`config.mk`:
```
export PLATFORM = sky130hd
export DESIGN_NAME = lcd_clk_ctrl
export DESIGN_NICKNAME = d
export VERILOG_FILES = /design/src/rtl/lcd_clk_ctrl.sv
export SDC_FILE = /design/constraint.sdc
export NUM_CORES = 1
export LEC_CHECK = 0
export CAP_MARGIN = 10
export CORE_AREA = 2 2 56 97
export DETAILED_ROUTE_END_ITERATION = 10
export DIE_AREA = 0 0 58 99
export SYNTH_ARGS = -nofsm -noshare
export SYNTH_HDL_FRONTEND = slang
export SYNTH_SLANG_ARGS = --single-unit
```
`constraint.sdc`:
```
create_clock -name clk_50m -period 1.9 [get_ports clk_50m]
set_clock_uncertainty 0.1 [all_clocks]
set_input_delay 0.38 -clock clk_50m [delete_from_list [all_inputs] [get_ports clk_50m]]
set_output_delay 0.38 -clock clk_50m [all_outputs]
set_load 0.02 [all_outputs]
```
`src/rtl/lcd_clk_ctrl.sv`:
```
// Pixel-clock controller: maps the panel ID to a /1, /2 or /4 ratio off clk_50m and sequences quiesce -> reload -> run.
// Latency: outputs first active QUIESCE_CYC clocks after the edge that accepts an ID; all outputs are registered.
// Backpressure: none; id_valid is a one-cycle strobe that is always taken (an unchanged ID while running is ignored).
module lcd_clk_ctrl #(
  parameter int unsigned QUIESCE_CYC = 16
) (
  input  logic        clk_50m,
  input  logic        rst_n,
  input  logic [15:0] lcd_id,
  input  logic        id_valid,
  output logic        lcd_pclk,
  output logic        pclk_en,
  output logic [1:0]  rate_sel,
  output logic        locked
);

  // Quiesce counter must hold QUIESCE_CYC-1; never narrower than one bit.
  localparam int unsigned    QW    = (QUIESCE_CYC > 2) ? $clog2(QUIESCE_CYC) : 1;
  localparam logic [QW-1:0]  QLOAD = QW'(QUIESCE_CYC - 1);

  typedef enum logic [1:0] {
    WAIT_ID = 2'd0,
    QUIESCE = 2'd1,
    RUN     = 2'd2
  } state_t;

  state_t          state_q, state_d;
  logic [15:0]     id_reg_q, id_reg_d;
  logic [QW-1:0]   qcnt_q, qcnt_d;
  logic [1:0]      pcnt_q, pcnt_d;
  logic [1:0]      rate_sel_q, rate_sel_d;
  logic            locked_q, locked_d;
  logic            pclk_en_q, pclk_en_d;
  logic            lcd_pclk_q, lcd_pclk_d;
  logic            accept;
  logic            run_out;

  // Known panels get a slower pixel clock; everything else runs at the full 50 MHz.
  function automatic logic [1:0] decode_rate(input logic [15:0] id);
    logic [1:0] r;
    case (id)
      16'h9341: r = 2'd2;
      16'h5310: r = 2'd1;
      default:  r = 2'd0;
    endcase
    return r;
  endfunction

  // State, ID, counters and all outputs update together on the rising edge.
  always_ff @(posedge clk_50m) begin
    if (!rst_n) begin
      state_q    <= WAIT_ID;
      id_reg_q   <= '0;
      qcnt_q     <= '0;
      pcnt_q     <= '0;
      rate_sel_q <= '0;
      locked_q   <= 1'b0;
      pclk_en_q  <= 1'b0;
      lcd_pclk_q <= 1'b0;
    end else begin
      state_q    <= state_d;
      id_reg_q   <= id_reg_d;
      qcnt_q     <= qcnt_d;
      pcnt_q     <= pcnt_d;
      rate_sel_q <= rate_sel_d;
      locked_q   <= locked_d;
      pclk_en_q  <= pclk_en_d;
      lcd_pclk_q <= lcd_pclk_d;
    end
  end

  // Next state plus next register values of the outputs, computed from the phase the next cycle will be in.
  always_comb begin
    state_d    = state_q;
    id_reg_d   = id_reg_q;
    qcnt_d     = qcnt_q;
    pcnt_d     = pcnt_q;
    locked_d   = 1'b0;
    pclk_en_d  = 1'b0;
    lcd_pclk_d = 1'b0;
    accept     = 1'b0;
    run_out    = 1'b0;

    case (state_q)
      WAIT_ID: begin
        if (id_valid) begin
          accept  = 1'b1;
          state_d = QUIESCE;
        end
      end
      QUIESCE: begin
        // A strobe restarts the quiet period even on the final count.
        if (id_valid) begin
          accept = 1'b1;
        end else if (qcnt_q == '0) begin
          state_d = RUN;
          pcnt_d  = 2'd0;
          run_out = 1'b1;
        end else begin
          qcnt_d = qcnt_q - 1'b1;
        end
      end
      RUN: begin
        if (id_valid && (lcd_id != id_reg_q)) begin
          accept  = 1'b1;
          state_d = QUIESCE;
        end else begin
          case (rate_sel_q)
            2'd2:    pcnt_d = pcnt_q + 2'd1;
            2'd1:    pcnt_d = {1'b0, ~pcnt_q[0]};
            default: pcnt_d = 2'd0;
          endcase
          run_out = 1'b1;
        end
      end
      default: begin
        state_d = WAIT_ID;
      end
    endcase

    if (accept) begin
      id_reg_d = lcd_id;
      qcnt_d   = QLOAD;
    end

    if (run_out) begin
      locked_d  = 1'b1;
      pclk_en_d = (pcnt_d == 2'd0);
      case (rate_sel_q)
        2'd2:    lcd_pclk_d = ~pcnt_d[1];
        2'd1:    lcd_pclk_d = (pcnt_d == 2'd0);
        default: lcd_pclk_d = 1'b0;
      endcase
    end
  end

  // rate_sel follows the ID register, so it only moves when an ID is accepted.
  always_comb begin
    rate_sel_d = decode_rate(id_reg_d);
  end

  assign lcd_pclk = lcd_pclk_q;
  assign pclk_en  = pclk_en_q;
  assign rate_sel = rate_sel_q;
  assign locked   = locked_q;

endmodule
```
==> flow_summary_export.csv <==
group,metric,value,unit
cts,path_clk_slew,0.06,ns
drt,vias_per_cell,5.083,
yosys,ys_ff_latch,29,
die,core,4935,µm²
power_and_ir_drop,p_leak,1.162,nW
worst_setup_path,setup.worst_path.class,"in2reg",
drt,antenna_left,0,
die,die_area,5742,µm²
die,ios,24,
drt,drt_wl_total,4.602,mm
yosys,synth_mux_area_frac,0.09778,
worst_setup_path,r2r_start,"id_reg_q[10]",
power_and_ir_drop,ir_drop,0.0005717,V
cells_and_area,drive_above_1_share,0.3798,
yosys,ys.flop_type,"dfxtp_1",
timing,relSlewSlack,0.7006,
timing,rsz0062_at_grt,"true",
global_routing,grt_antenna_before_repair,0,
yosys,synthArstFlopShare,0,
yosys,synth_compound_area_frac,0.1383,
cells_and_area,stdcell_count,312,
global_routing,grt_pass1_vias,1673,
worst_hold_path,hold_start,"lcd_id[9]",
place,placed_cells,300,
worst_setup_path,worst-endpoint-required,1.98,ns
timing,max_freq,0.5182,GHz
worst_setup_path,cp_max_fo,8,
drt,drc,0,
cts,cts_made_buffers,5,
yosys,synth_simple_gate_area_frac,0.2139,
cells_and_area,mostFrequentLayoutCells,"49 x buf_4, 24 x dfxtp_1, 19 x nor2_1",
timing,hold_violations,0,
yosys,ys_seq_area_frac,0.3545,
cts,h-tree-depth,2,
yosys,synth_fa_ha_area_frac,0.05348,
worst_setup_path,cp-end-kind,"flip-flop",
cts,hold_buffers,0,
drt,dr_total_vias,1586,
timing,hold_ws,0.3641,ns
cts,cts-root-buf,"clkbuf_8",
cts,cts_tree,"built",
yosys,yosysWarnings,0,
drt,post_drt_wl_per_cell,14.75,µm
die,initial_core_util,0.3319,
place,port_buffers,23,
worst_setup_path,critPathLaunch,"lcd_id[3]",
die,die-height,99,µm
job,max_cap_viol_count,0,
global_routing,overflow,0,
cts,worstSkewPairLatency,0.29,ns
drt,drtIter0Drc,28,
timing,slew_violations,0,
worst_setup_path,ff2ff_setup_slack,-0.03,ns
cts,cts.sinks,29,
worst_hold_path,holdCritPathClass,"in2reg",
cells_and_area,diodes,0,
cells_and_area,layout_commonest_cell,"buf_4",
yosys,synth_top_family_by_area,"simple AND/OR/NAND/NOR gates",
timing,fin_ws,-0.02988,ns
power_and_ir_drop,cellPowerDensity,946.9,nW/µm²
die,fp.dieW,58,µm
yosys,synth-xor-area-share,0.09626,
cells_and_area,nNetsFinal,283,
global_routing,grt_max_degree,11,
place,gp_congestion,0.7653,
status,status,"complete, but fails checks",
global_routing,gr-usage-all-layers,0.1678,
yosys,synth_edf_count,0,
yosys,synth_cell_type_count,38,
yosys,syn_inst,177,
worst_setup_path,crit_arrival,2.01,ns
drt,dr.pass1.iters,4,
cells_and_area,area_growth,60.43,%
status,violations,"negative setup slack",
timing,setup_tns,-0.1468,ns
place,dp_hpwl,3.448,mm
timing,timing.final.crit_share,1.016,
global_routing,grt_pass1_wl,7.238,mm
timing,finalSetupViolations,11,
die,rows,34,
cells_and_area,fillerInstances,469,
yosys,syn_nets,203,
timing,tightest_slew,0.4450,ns
cts,clock_path_buffers,2,
timing,post-route-min-period,1.930,ns
yosys,syn_area,1638,µm²
yosys,syn_area_per_cell,9.253,µm²
worst_setup_path,startpoint_type,"primary input",
==> synthesized netlist by cell type (2+ instances only) <==
master	number	share of area
a21o_1	3	0.014
a21oi_1	6	0.018
a31oi_1	3	0.011
and3_1	2	0.0076
buf_6	2	0.014
clkbuf_1	3	0.0069
dfxtp_1	29	0.35
ha_1	7	0.053
inv_1	11	0.025
mux2i_1	16	0.098
nand2_1	6	0.014
nand3_1	6	0.018
nand4_1	3	0.011
nand4b_1	2	0.011
nor2_1	21	0.048
nor3_1	6	0.018
nor4_2	4	0.031
nor4b_1	4	0.021
o211ai_1	3	0.014
o21ai_0	4	0.012
o41ai_1	3	0.016
xor2_1	17	0.091
==> worst max-delay path, stage by stage <==
cell           delay, ns
dlygate4sd2_1       0.27
xor2_1              0.18
nor4_2              0.28
buf_4               0.16
and4_4              0.24
o2bb2ai_4           0.11
buf_6               0.16
mux2i_2             0.17
nor2_1              0.05
==> metrics by stage <==
step | power (mW) | utilization | instance area [µm²] | worst slack, ns
finish | 2.488 | 0.5325 | 2628 | -0.02988
global placement | 1.655 | 0.4630 | 2285 | -0.7126
floorplan | 1.286 | - | 1638 | 0.1162
CTS | 2.403 | 0.5048 | 2491 | -0.04038
detailed placement | 1.662 | 0.4630 | 2285 | -0.7156
global route | 2.619 | 0.5325 | 2628 | -0.1284
==> layer usage <==
metal,vias up,part of all wire,track usage
li1,790,-,-
met1,754,0.36,0.1494
met2,29,0.58,0.3112
met3,13,0.025,0.03937
met4,0,0.040,0.1216
met5,-,0,0
==> state kept, by name, indices dropped and copies added (netlist names) <==
name	flops
pcnt_q	2
pclk_en	1
lcd_pclk	1
state_q	2
locked	1
rate_sel	2
qcnt_q	4
id_reg_q	16
==> where the power goes <==
group | leakage (nW) | internal, mW | switching (mW)
logic | 0.864 | 0.511 | 0.513
registers | 0.240 | 0.705 | 0.0834
clock network | 0.0585 | 0.427 | 0.249
total | 1.16 | 1.64 | 0.845
==> layout make-up <==
class	count	area, µm²	area share
Multi-Input combinational cell	132	1176	0.4476
Clock buffer	7	86.33	0.03286
Inverter	11	41.29	0.01571
Timing Repair Buffer	78	639.4	0.2433
Tap cell	54	67.56	0.02571
Clock inverter	1	30.03	0.01143
Sequential cell	29	586.8	0.2233
==> what timing repair did <==
action                     4_1_cts  5_1_grt
pin swaps                       12       15
setup endpoints to repair       29       27
setup buffers                    1        3
gates resized for setup         33       29
==> logic make-up (layout without fill, tap and decap cells) <==
family | Yosys count | count (layout)
xor+xnor | 18 | 18
mux | 16 | 16
simple gates | 61 | 61
flops | 29 | 29
compound gates | 30 | 30
buf+inv | 16 | 97
fa+ha+maj | 7 | 7
==> worst paths after layout <==
kind,end,cells past startpoint
setup / recovery,id_reg_q[3],9
setup reg to reg,id_reg_q[3],8
hold reg to reg,qcnt_q[0],2
hold / removal,id_reg_q[9],3
(Power assumes the default switching activity.)
